`config.mk`:
```
export PLATFORM = sky130hd
export DESIGN_NAME = pipe_hazard_ctrl
export DESIGN_NICKNAME = d
export VERILOG_FILES = /design/src/rtl/pipe_pkg.sv /design/src/rtl/hazard_src_match.sv /design/src/rtl/pipe_hazard_ctrl.sv
export SDC_FILE = /design/constraint.sdc
export NUM_CORES = 1
export LEC_CHECK = 0
export ABC_AREA = 1
export CAP_MARGIN = 20
export CELL_PAD_IN_SITES_DETAIL_PLACEMENT = 0
export CELL_PAD_IN_SITES_GLOBAL_PLACEMENT = 1
export CORE_ASPECT_RATIO = 0.9
export CORE_MARGIN = 4
export CORE_UTILIZATION = 37
export DETAILED_ROUTE_END_ITERATION = 7
export PLACE_DENSITY_LB_ADDON = 0.3
export SLEW_MARGIN = 40
export SYNTH_ARGS = -nofsm -noshare
export SYNTH_HDL_FRONTEND = slang
export SYNTH_HIERARCHICAL = 1
export SYNTH_SLANG_ARGS = --single-unit
```
`constraint.sdc`:
```
create_clock -name clk_i -period 3.4 [get_ports clk_i]
set_clock_uncertainty 0.05 [all_clocks]
set_input_delay 0.68 -clock clk_i [delete_from_list [all_inputs] [get_ports clk_i]]
set_output_delay 0.68 -clock clk_i [all_outputs]
set_load 0.01 [all_outputs]
```
`src/rtl/pipe_pkg.sv`:
```
// Shared encodings for the pipeline hazard controller: forwarding selects,
// ID control-bit positions and the controller's per-cycle operating mode.
package pipe_pkg;

  localparam logic [1:0] FWD_RF  = 2'b00;
  localparam logic [1:0] FWD_WB  = 2'b01;
  localparam logic [1:0] FWD_MEM = 2'b10;

  localparam int CTRL_W        = 3;
  localparam int CTRL_REGWRITE = 0;
  localparam int CTRL_MEMREAD  = 1;
  localparam int CTRL_BRANCH   = 2;

  typedef enum logic [1:0] {
    MODE_RUN   = 2'd0,
    MODE_FLUSH = 2'd1,
    MODE_STALL = 2'd2,
    MODE_HOLD  = 2'd3
  } ctrl_mode_e;

  // There is no memwrite bit: a real, non-branch instruction that writes no register is a store.
  function automatic logic is_mem_op(input logic [CTRL_W-1:0] ctrl);
    return ctrl[CTRL_MEMREAD] | (~ctrl[CTRL_REGWRITE] & ~ctrl[CTRL_BRANCH]);
  endfunction

endpackage

```
`src/rtl/hazard_src_match.sv`:
```
// Compares one ID source operand against the EX/MEM/WB shadow records and
// produces its forwarding select plus the dependency flags used for stalling.
module hazard_src_match
  import pipe_pkg::*;
#(
  parameter int RAW = 5
) (
  input  logic [RAW-1:0] src,
  input  logic           used,
  input  logic           ex_valid,
  input  logic [RAW-1:0] ex_rd,
  input  logic           ex_regwrite,
  input  logic           ex_memread,
  input  logic           mem_valid,
  input  logic [RAW-1:0] mem_rd,
  input  logic           mem_regwrite,
  input  logic           mem_memread,
  input  logic           wb_valid,
  input  logic [RAW-1:0] wb_rd,
  input  logic           wb_regwrite,
  output logic [1:0]     fwd,
  output logic           ex_hit,
  output logic           ex_load_hit,
  output logic           mem_load_hit
);

  logic mem_hit;
  logic wb_hit;

  // x0 is hard-wired, so a write to it never produces a usable value.
  assign ex_hit  = used & ex_valid  & ex_regwrite  & (ex_rd  != '0) & (ex_rd  == src);
  assign mem_hit = used & mem_valid & mem_regwrite & (mem_rd != '0) & (mem_rd == src);
  assign wb_hit  = used & wb_valid  & wb_regwrite  & (wb_rd  != '0) & (wb_rd  == src);

  assign ex_load_hit  = ex_hit & ex_memread;
  assign mem_load_hit = mem_hit & mem_memread;

  always_comb begin
    fwd = FWD_RF;
    if (mem_hit) begin
      fwd = FWD_MEM;
    end else if (wb_hit) begin
      fwd = FWD_WB;
    end
  end

endmodule

```
`src/rtl/pipe_hazard_ctrl.sv`:
```
// Hazard controller for a 5-stage pipeline: tracks EX/MEM/WB shadow records,
// drives stall/flush/hold controls, forwarding selects and a stall counter.
module pipe_hazard_ctrl
  import pipe_pkg::*;
#(
  parameter int NUM_SRC = 2,
  parameter int RAW     = 5,
  parameter int CNT_W   = 32
) (
  input  logic                   clk_i,
  input  logic                   rst_i,
  input  logic                   id_valid_i,
  input  logic [NUM_SRC*RAW-1:0] id_rs_i,
  input  logic [NUM_SRC-1:0]     id_rs_used_i,
  input  logic [RAW-1:0]         id_rd_i,
  input  logic [CTRL_W-1:0]      id_ctrl_i,
  input  logic                   branch_taken_i,
  input  logic                   dmem_ready_i,
  output logic                   pc_write_o,
  output logic                   ifid_write_o,
  output logic                   ifid_flush_o,
  output logic                   idex_bubble_o,
  output logic                   pipe_hold_o,
  output logic [NUM_SRC*2-1:0]   ex_fwd_o,
  output logic [NUM_SRC*2-1:0]   id_fwd_o,
  output logic [CNT_W-1:0]       stall_cnt_o
);

  logic           ex_valid, ex_regwrite, ex_memread, ex_memop;
  logic [RAW-1:0] ex_rd;
  logic           mem_valid, mem_regwrite, mem_memread, mem_memop;
  logic [RAW-1:0] mem_rd;
  logic           wb_valid, wb_regwrite;
  logic [RAW-1:0] wb_rd;

  logic [NUM_SRC-1:0]   ex_hit;
  logic [NUM_SRC-1:0]   ex_load_hit;
  logic [NUM_SRC-1:0]   mem_load_hit;
  logic [NUM_SRC*2-1:0] fwd_sel;

  logic       id_branch;
  logic       hazard;
  logic       mem_wait;
  ctrl_mode_e mode;

  for (genvar k = 0; k < NUM_SRC; k++) begin : g_src
    hazard_src_match #(
      .RAW(RAW)
    ) u_match (
      .src          (id_rs_i[k*RAW +: RAW]),
      .used         (id_rs_used_i[k]),
      .ex_valid     (ex_valid),
      .ex_rd        (ex_rd),
      .ex_regwrite  (ex_regwrite),
      .ex_memread   (ex_memread),
      .mem_valid    (mem_valid),
      .mem_rd       (mem_rd),
      .mem_regwrite (mem_regwrite),
      .mem_memread  (mem_memread),
      .wb_valid     (wb_valid),
      .wb_rd        (wb_rd),
      .wb_regwrite  (wb_regwrite),
      .fwd          (fwd_sel[k*2 +: 2]),
      .ex_hit       (ex_hit[k]),
      .ex_load_hit  (ex_load_hit[k]),
      .mem_load_hit (mem_load_hit[k])
    );
  end

  assign id_branch = id_ctrl_i[CTRL_BRANCH];
  assign hazard    = id_valid_i & ((|ex_load_hit) | (id_branch & ((|ex_hit) | (|mem_load_hit))));
  assign mem_wait  = mem_valid & mem_memop & ~dmem_ready_i;

  // Priority: memory wait freezes everything, then dependency stall, then branch flush.
  always_comb begin
    mode = MODE_RUN;
    if (rst_i) begin
      mode = MODE_RUN;
    end else if (mem_wait) begin
      mode = MODE_HOLD;
    end else if (hazard) begin
      mode = MODE_STALL;
    end else if (id_valid_i & id_branch & branch_taken_i) begin
      mode = MODE_FLUSH;
    end
  end

  always_comb begin
    pc_write_o    = 1'b1;
    ifid_write_o  = 1'b1;
    ifid_flush_o  = 1'b0;
    idex_bubble_o = 1'b0;
    pipe_hold_o   = 1'b0;
    case (mode)
      MODE_HOLD: begin
        pc_write_o   = 1'b0;
        ifid_write_o = 1'b0;
        pipe_hold_o  = 1'b1;
      end
      MODE_STALL: begin
        pc_write_o    = 1'b0;
        ifid_write_o  = 1'b0;
        idex_bubble_o = 1'b1;
      end
      MODE_FLUSH: ifid_flush_o = 1'b1;
      default: ;
    endcase
  end

  assign ex_fwd_o = fwd_sel;
  assign id_fwd_o = fwd_sel;

  always_ff @(posedge clk_i or posedge rst_i) begin
    if (rst_i) begin
      ex_valid     <= 1'b0;
      ex_rd        <= '0;
      ex_regwrite  <= 1'b0;
      ex_memread   <= 1'b0;
      ex_memop     <= 1'b0;
      mem_valid    <= 1'b0;
      mem_rd       <= '0;
      mem_regwrite <= 1'b0;
      mem_memread  <= 1'b0;
      mem_memop    <= 1'b0;
      wb_valid     <= 1'b0;
      wb_rd        <= '0;
      wb_regwrite  <= 1'b0;
    end else if (mode != MODE_HOLD) begin
      ex_valid     <= id_valid_i & (mode != MODE_STALL);
      ex_rd        <= id_rd_i;
      ex_regwrite  <= id_ctrl_i[CTRL_REGWRITE];
      ex_memread   <= id_ctrl_i[CTRL_MEMREAD];
      ex_memop     <= is_mem_op(id_ctrl_i);
      mem_valid    <= ex_valid;
      mem_rd       <= ex_rd;
      mem_regwrite <= ex_regwrite;
      mem_memread  <= ex_memread;
      mem_memop    <= ex_memop;
      wb_valid     <= mem_valid;
      wb_rd        <= mem_rd;
      wb_regwrite  <= mem_regwrite;
    end
  end

  always_ff @(posedge clk_i or posedge rst_i) begin
    if (rst_i) begin
      stall_cnt_o <= '0;
    end else if (((mode == MODE_STALL) || (mode == MODE_HOLD)) && (stall_cnt_o != '1)) begin
      stall_cnt_o <= stall_cnt_o + CNT_W'(1);
    end
  end

endmodule

```
==> qor.csv, run 1 <==
stage,metric,value,unit
clock_tree,clock sinks,57,
floorplan,Vert. Die Dim,106.8,µm
route,DR vias,4050,
route,DR WL/cell,12.66,µm
global_route,GRT Total Usage,18.23,%
sta,fin worst setup slack,0.2337,ns
yosys,Mapped Nets,685,
cells_and_area,FILL cells,1104,
setup_path,Worst Path Buf+Inv,3,
place,IO Port Bufs,69,
sta,RSZ-0062 raised after global routing,no,
yosys,Synth Register Bits,57,
clock_tree,CTS tree,built,
setup_path,Worst Path Required,2.67,ns
place,placed inst area,4878,µm²
yosys,Mapped Cells,659,
yosys,"Distinct cells, synth",26,
global_route,first-pass GRT wire length,18730,µm
place,GPL Wtd Cong,0.8724,
power,peak supply drop,213.3,µV
setup_path,"Largest delay share family, worst path",buffers and inverters,
floorplan,row count,35,
clock_tree,clock tree buffer depth,2,
yosys,Avg Inst Size Synth,6.095,µm²
sta,# setup viols final,0,
floorplan,Core Area,10420,µm²
global_route,total grt overflow,0,
yosys,synth warn,6,
yosys,area fraction of the dominant cell type after synthesis,35.51,%
clock_tree,H-tree depth,3,
clock_tree,clock root buffer,clkbuf_16,
route,DRT antenna net count,0,
yosys,cell taking the most area after synthesis,dfrtp_1,
setup_path,arrival time worst endpoint,2.44,ns
power,Pleak,2.600,nW
cells_and_area,# diodes,0,
min_path,worst hold path class,flip-flop to flip-flop,
route,initial detailed-routing violation count,163,
sta,final period utilization,93.13,%
setup_path,Critical Path End Type,output port,
global_route,vias in the first global route,3928,
yosys,register area share after synthesis,35.51,%
floorplan,Die Area,12590,µm²
sta,final hold violations,0,
setup_path,critical path peak fanout,4,
floorplan,Die X,117.8,µm
clock_tree,Worst-path clk slew,0.05,ns
cells_and_area,share of cells above drive strength 1,6.199,%
route,first drt pass iteration count,4,
outcome,outcome,"finished, final reports clean",
setup_path,"Top cell by count, worst path",nand2_1,
setup_path,Worst path slowest cell,clkdlybuf4s50_1,
clock_tree,Post-CTS Setup Bufs,0,
route,final wirelength,11030,µm
route,DRC,0,
route,vias per cell,4.650,
sta,min Tclk post-route,3.166,ns
place,pre-CTS WS,-0.07532,ns
global_route,largest net degree at the start of global routing,33,
cells_and_area,post-route cell area,5190,µm²
sta,slew of the pin with the lowest slew margin,0.4285,ns
sta,Max Fclk,0.3158,GHz
yosys,Synth area leaders,"dfrtp_1 36%, nand2_1 29%, nor2_1 9.5%",
cells_and_area,Area Growth Syn to Fin,29.22,%
floorplan,initial core utilization,38.54,%
run,Max Cap Viol,0,
clock_tree,Num CTS Buffers,9,
setup_path,worst-path cell chain,"clkdlybuf4s50_1, nand2_1, nand2_1, nor2_1, nand2_1, inv_1, nand2_1, nor2_1, nor2_1, nand2_1, nand2_1, nand2_1, nor3_1, clkdlybuf4s15_1",
clock_tree,clock latency at the later pin of the worst-skew pair,0.33,ns
sta,Max Transition Viols Final,0,
cells_and_area,fin nets,763,
place,hpwl dp,8418,µm
setup_path,critical path type,input pin to output port,
global_route,antenna violations before repair,0,
power,overall power,2.114,mW
yosys,Mapped Area,4016,µm²
sta,Max-slew headroom,71.43,%
setup_path,CP peak stage delay,0.57,ns
power,Cell Pwr Density,407.4,nW/µm²
floorplan,Ports,70,
setup_path,Startpoint Class,input pin,
[final cells by class]
cell class	count	area (µm²)	share of cell area (%)
Inverter	82	307.8	5.931
Multi-Input combinational cell	503	2167	41.76
Sequential cell	57	1426	27.48
Timing Repair Buffer	84	815.8	15.72
Clock inverter	6	82.58	1.591
Clock buffer	10	229.0	4.412
Tap cell	129	161.4	3.110
[cells by family (layout without fill, tap and decap cells)]
kind of cell / Yosys count / after routing / share of synthesized area (%)
adders and majority gates: 1 / 1 / 0.3115
buffers and inverters: 99 / 182 / 10.59
DFF: 57 / 57 / 35.51
and+or+nand+nor: 452 / 452 / 44.33
xor gates and xnor gates: 31 / 31 / 6.760
AOI/OAI and AO/OA: 19 / 19 / 2.492
[per-stage QoR]
stage          setup TNS [ns]  cells  hold slack, ns  util [%]
6_report                    0    871          0.4203     49.80
5_1_grt                     0    871          0.4482     49.80
4_1_cts                     0    871          0.4210     49.75
3_5_place_dp          -0.1208    855          0.4085     46.81
3_3_place_gp          -0.1183    855          0.3998     46.81
2_1_floorplan               0    659          0.3903         -
[routing by layer]
metal | part of all wire (%) | GRT usage (%) | routed length, µm
met5 | 0 | 0 | 0
met4 | 2.5 | 6.025 | 271
met3 | 3.8 | 4.747 | 417
met2 | 48 | 32.05 | 5304
met1 | 46 | 21.82 | 5032
[state kept, by name (all words and copies together) (netlist names), 5 cells and up]
signal / cells
mem_rd: 5
stall_cnt_o: 32
wb_rd: 5
ex_rd: 5
[Yosys cell counts]
cell and n:
or2_2 1, inv_1 77, a21oi_1 1, buf_2 4, nand2_1 311, clkinv_1 1, o21ai_1 7, nor3_1 1
xor2_1 9, o21ai_0 9, nand2_4 1, buf_6 3, nand3_1 25, inv_2 4, xnor2_1 22, clkbuf_1 3
dfrtp_1 57, nand4_1 3, o21a_1 2, nor2_4 2, nand2_2 2, nor2_2 3, buf_4 7, nor2_1 102
ha_1 1, nand3_2 1
[placed cells by master (no fill, tap or decap)]
| cell | n |
|---|---|
| clkinvlp_4 | 1 |
| nor2_4 | 2 |
| xor2_1 | 9 |
| o21a_1 | 2 |
| inv_1 | 76 |
| bufinv_16 | 2 |
| buf_4 | 14 |
| dlymetal6s2s_1 | 1 |
| nand4_1 | 3 |
| clkbuf_16 | 9 |
| xnor2_1 | 22 |
| o21ai_1 | 7 |
| nand2_2 | 2 |
| clkbuf_1 | 1 |
| nand3_1 | 25 |
| or2_2 | 1 |
| dlygate4sd2_1 | 2 |
| inv_2 | 5 |
| nand3_2 | 1 |
| ha_1 | 1 |
| nor2_1 | 101 |
| buf_12 | 1 |
| clkinv_1 | 1 |
| clkdlybuf4s15_1 | 2 |
| nor3_1 | 1 |
| nand2_4 | 1 |
| nor2_2 | 4 |
| nand2_1 | 311 |
| dfrtp_1 | 57 |
| clkdlybuf4s50_1 | 64 |
| o21ai_0 | 9 |
| clkinv_2 | 3 |
| a21oi_1 | 1 |
[timing repair]
item,CTS,global route
hold buffers,0,0
endpoints found under the setup margin,4,2
gates resized for setup,4,3
[final timing paths]
path	to	startpoint	cells past startpoint	slack (ns)
max in group asynchronous	stall_cnt_o[22]$_DFFE_PP0P_	rst_i	3	2.17
max reg2reg	stall_cnt_o[11]$_DFFE_PP0P_	ex_rd[2]$_DFFE_PP0N_	14	1.17
min reg2reg	mem_memop$_DFFE_PP0N_	ex_memop$_DFFE_PP0N_	1	0.42
max	ifid_flush_o	id_rs_i[8]	14	0.23
min in group asynchronous	ex_memread$_DFFE_PP0N_	rst_i	3	0.78
min	mem_memop$_DFFE_PP0N_	ex_memop$_DFFE_PP0N_	1	0.42
[power breakdown]
group,internal (mW),total [mW],switching (mW)
sequential,0.731,0.816,0.0852
combinational,0.162,0.343,0.180
clock,0.637,0.956,0.319
No activity file was read; power rests on OpenSTA's default activity.
==> run 2, diff against run 1 <==
--- a/config.mk
+++ b/config.mk
@@ -14,8 +14,8 @@
 export CORE_UTILIZATION = 37
 export DETAILED_ROUTE_END_ITERATION = 7
 export PLACE_DENSITY_LB_ADDON = 0.3
+export REMOVE_ABC_BUFFERS = 1
 export SLEW_MARGIN = 40
 export SYNTH_ARGS = -nofsm -noshare
 export SYNTH_HDL_FRONTEND = slang
-export SYNTH_HIERARCHICAL = 1
 export SYNTH_SLANG_ARGS = --single-unit
==> run 2 against run 1 <==
  * Core utilization shrank 0.86 points
  * Critical endpoint is now id_fwd_o[2]
  * Via count shrank 11%
  * Synthesized cell count shrank 19%
==> qor.csv, run 2 <==
stage,metric,value,unit
floorplan,Die Area,11750,µm²
power,Cell Pwr Density,365.3,nW/µm²
cells_and_area,max FFs per register,32,
floorplan,Core Area,9742,µm²
setup_path,arrival time worst endpoint,2.49,ns
yosys,ys async rst share,100.0,%
route,vias per cell,4.900,
power,Pleak,2.376,nW
global_route,total grt overflow,0,
clock_tree,Worst-path clk slew,0.07,ns
setup_path,Startpoint Class,input pin,
clock_tree,Post-CTS Hold Buffers,0,
place,placed inst area,4546,µm²
setup_path,CP Depth,6,
setup_path,Worst path slowest cell,clkdlybuf4s50_1,
yosys,Commonest cells post-synth,"209 x nand2_1, 57 x dfrtp_1, 51 x nor2_1",
route,DR WL/cell,14.31,µm
global_route,largest net degree at the start of global routing,61,
yosys,Synth Register Bits,57,
yosys,cell taking the most area after synthesis,dfrtp_1,
setup_path,"Top cell by count, worst path",clkdlybuf4s50_1,
global_route,vias in the first global route,3402,
sta,min Tclk post-route,3.217,ns
floorplan,row count,34,
clock_tree,clock sinks,57,
yosys,Mapped Area,3727,µm²
route,DR vias,3611,
route,initial detailed-routing violation count,213,
clock_tree,clock tree buffer depth,2,
setup_path,Worst Path Buf+Inv,2,
setup_path,Critical Path End Type,output port,
setup_path,critical path peak fanout,4,
place,hpwl dp,7897,µm
yosys,"Distinct cells, synth",29,
sta,final hold violations,0,
yosys,synth warn,0,
cells_and_area,"most common cell after layout, fill and taps aside",nand2_1,
route,first drt pass iteration count,4,
power,clock share of power,37.3,%
yosys,area fraction of the dominant cell type after synthesis,38.27,%
cells_and_area,# diodes,0,
min_path,worst hold path class,flip-flop to flip-flop,
sta,RSZ-0062 raised after global routing,no,
setup_path,worst-path cell chain,"clkdlybuf4s50_1, xor2_1, nor3_1, nand2_1, nor4_2, clkdlybuf4s50_1",
place,IO Port Bufs,69,
clock_tree,clock latency at the later pin of the worst-skew pair,0.33,ns
yosys,register area share after synthesis,38.27,%
cells_and_area,"commonest non-fill, non-tap cells in the layout","209 x nand2_1, 61 x clkdlybuf4s50_1, 57 x dfrtp_1",
power,Pint,1.241,mW
yosys,number of synthesized flops with an enable pin,0,
power,Sw Share,28.74,%
cells_and_area,Area Growth Syn to Fin,27.90,%
global_route,antenna violations before repair,0,
cells_and_area,fin nets,633,
floorplan,initial core utilization,38.26,%
cells_and_area,post-route cell area,4767,µm²
setup_path,critical path type,input pin to output port,
route,final wirelength,10540,µm
cells_and_area,"Core Util, Final",48.93,%
sta,final setup TNS,0,ns
sta,slew of the pin with the lowest slew margin,0.7271,ns
setup_path,Worst Path Required,2.67,ns
min_path,WHS Path Cells,1,
yosys,"count leader, synth",nand2_1,
setup_path,CP peak stage delay,0.60,ns
sta,Max-slew headroom,51.53,%
power,Comb power frac,17.5,%
global_route,GRT Total Usage,18.27,%
route,DRT antenna net count,0,
outcome,outcome,"finished, final reports clean",
yosys,Synth area leaders,"dfrtp_1 38%, nand2_1 21%, nand4_1 6.4%",
power,sequential power share,45.3,%
yosys,leading register cell type out of synthesis,dfrtp_1,
clock_tree,Post-CTS Setup Bufs,0,
clock_tree,Num CTS Buffers,9,
floorplan,Ports,70,
clock_tree,clock root buffer,clkbuf_8,
global_route,first-pass GRT wire length,17120,µm
setup_path,"Largest delay share family, worst path",buffers and inverters,
clock_tree,post_cts resized,0,
cells_and_area,Biggest register,stall_cnt_o,
clock_tree,H-tree depth,3,
sta,final period utilization,94.62,%
floorplan,Vert. Die Dim,103.2,µm
power,peak supply drop,195.6,µV
route,DRC,0,
setup_path,worst reg2reg path depth,10,
yosys,Mapped Cells,537,
sta,Max Transition Viols Final,0,
sta,# setup viols final,0,
run,Max Cap Viol,0,
power,Switching Power,0.5006,mW
floorplan,Die X,113.8,µm
cells_and_area,share of cells above drive strength 1,6.710,%
place,GPL Wtd Cong,1.004,
yosys,Avg Inst Size Synth,6.941,µm²
sta,Max Fclk,0.3108,GHz
clock_tree,CTS tree,built,
-- run 2: cell count changes after synthesis, moves of 6 or more --
cell      previous run  this run
nor3_1               1        10
xnor2_1             22        16
o21ai_1              7         0
o21ai_0              9        22
nand4_1              3        38
nand2_1            311       209
nand3b_1             0         6
nor2_1             102        51
xor2_1               9        21
nand3_1             25        17
inv_1               77        45
-- run 2: worst paths after layout --
check | from | to | slack (ns)
max reg2reg | stall_cnt_o[0]$_DFFE_PP0P_ | stall_cnt_o[22]$_DFFE_PP0P_ | 1.01
max in group asynchronous | rst_i | stall_cnt_o[6]$_DFFE_PP0P_ | 1.82
min | ex_memop$_DFFE_PP0N_ | mem_memop$_DFFE_PP0N_ | 0.42
min reg2reg | ex_memop$_DFFE_PP0N_ | mem_memop$_DFFE_PP0N_ | 0.42
max | id_rs_i[7] | id_fwd_o[2] | 0.18
min in group asynchronous | rst_i | ex_memread$_DFFE_PP0N_ | 0.56
-- run 2: final cells by class --
cell class	count	area [µm²]
Fill cell	992	4975
Multi-Input combinational cell	411	2006
Sequential cell	57	1426
Timing Repair Buffer	82	808.3
Inverter	46	173.9
Tap cell	126	157.7
Clock buffer	12	155.1
Clock inverter	3	40.04
-- run 2: stage by stage --
stage / setup WS, ns / power [mW] / hold slack [ns] / instances
after floorplan: 0.5107 / 0.9604 / 0.3903 / 514
after global placement: 0.008802 / 1.101 / 0.4006 / 722
after detailed placement: 0.03947 / 1.108 / 0.3984 / 722
after CTS: 0.02444 / 1.765 / 0.4159 / 737
after global routing: 0.08339 / 1.838 / 0.4283 / 737
final: 0.1830 / 1.741 / 0.4165 / 737
-- run 2: logic make-up after synthesis --
kind of cell	count (synthesis)	synth area share, %
simple gates	345	40.55
compound gates	28	3.995
xor+xnor	37	8.694
buf+inv	69	8.157
fa+ha+maj	1	0.3356
flops	57	38.27
-- run 2: layer usage --
layer	global-route usage, %	vias to the layer above	routed length, µm
met3	4.014	2	611
met2	26.44	81	4496
met5	0	-	0
li1	-	1848	-
met1	28.04	1680	5396
met4	3.653	0	39
-- run 2: power by group through the flow --
stage          registers [mW]  clock network [mW]  logic (mW)
3_5_place_dp            0.802                   0       0.307
3_3_place_gp            0.800                   0       0.301
2_1_floorplan           0.794                   0       0.166
6_report                0.788               0.649       0.304
5_1_grt                 0.798               0.697       0.343
4_1_cts                 0.788               0.668       0.308
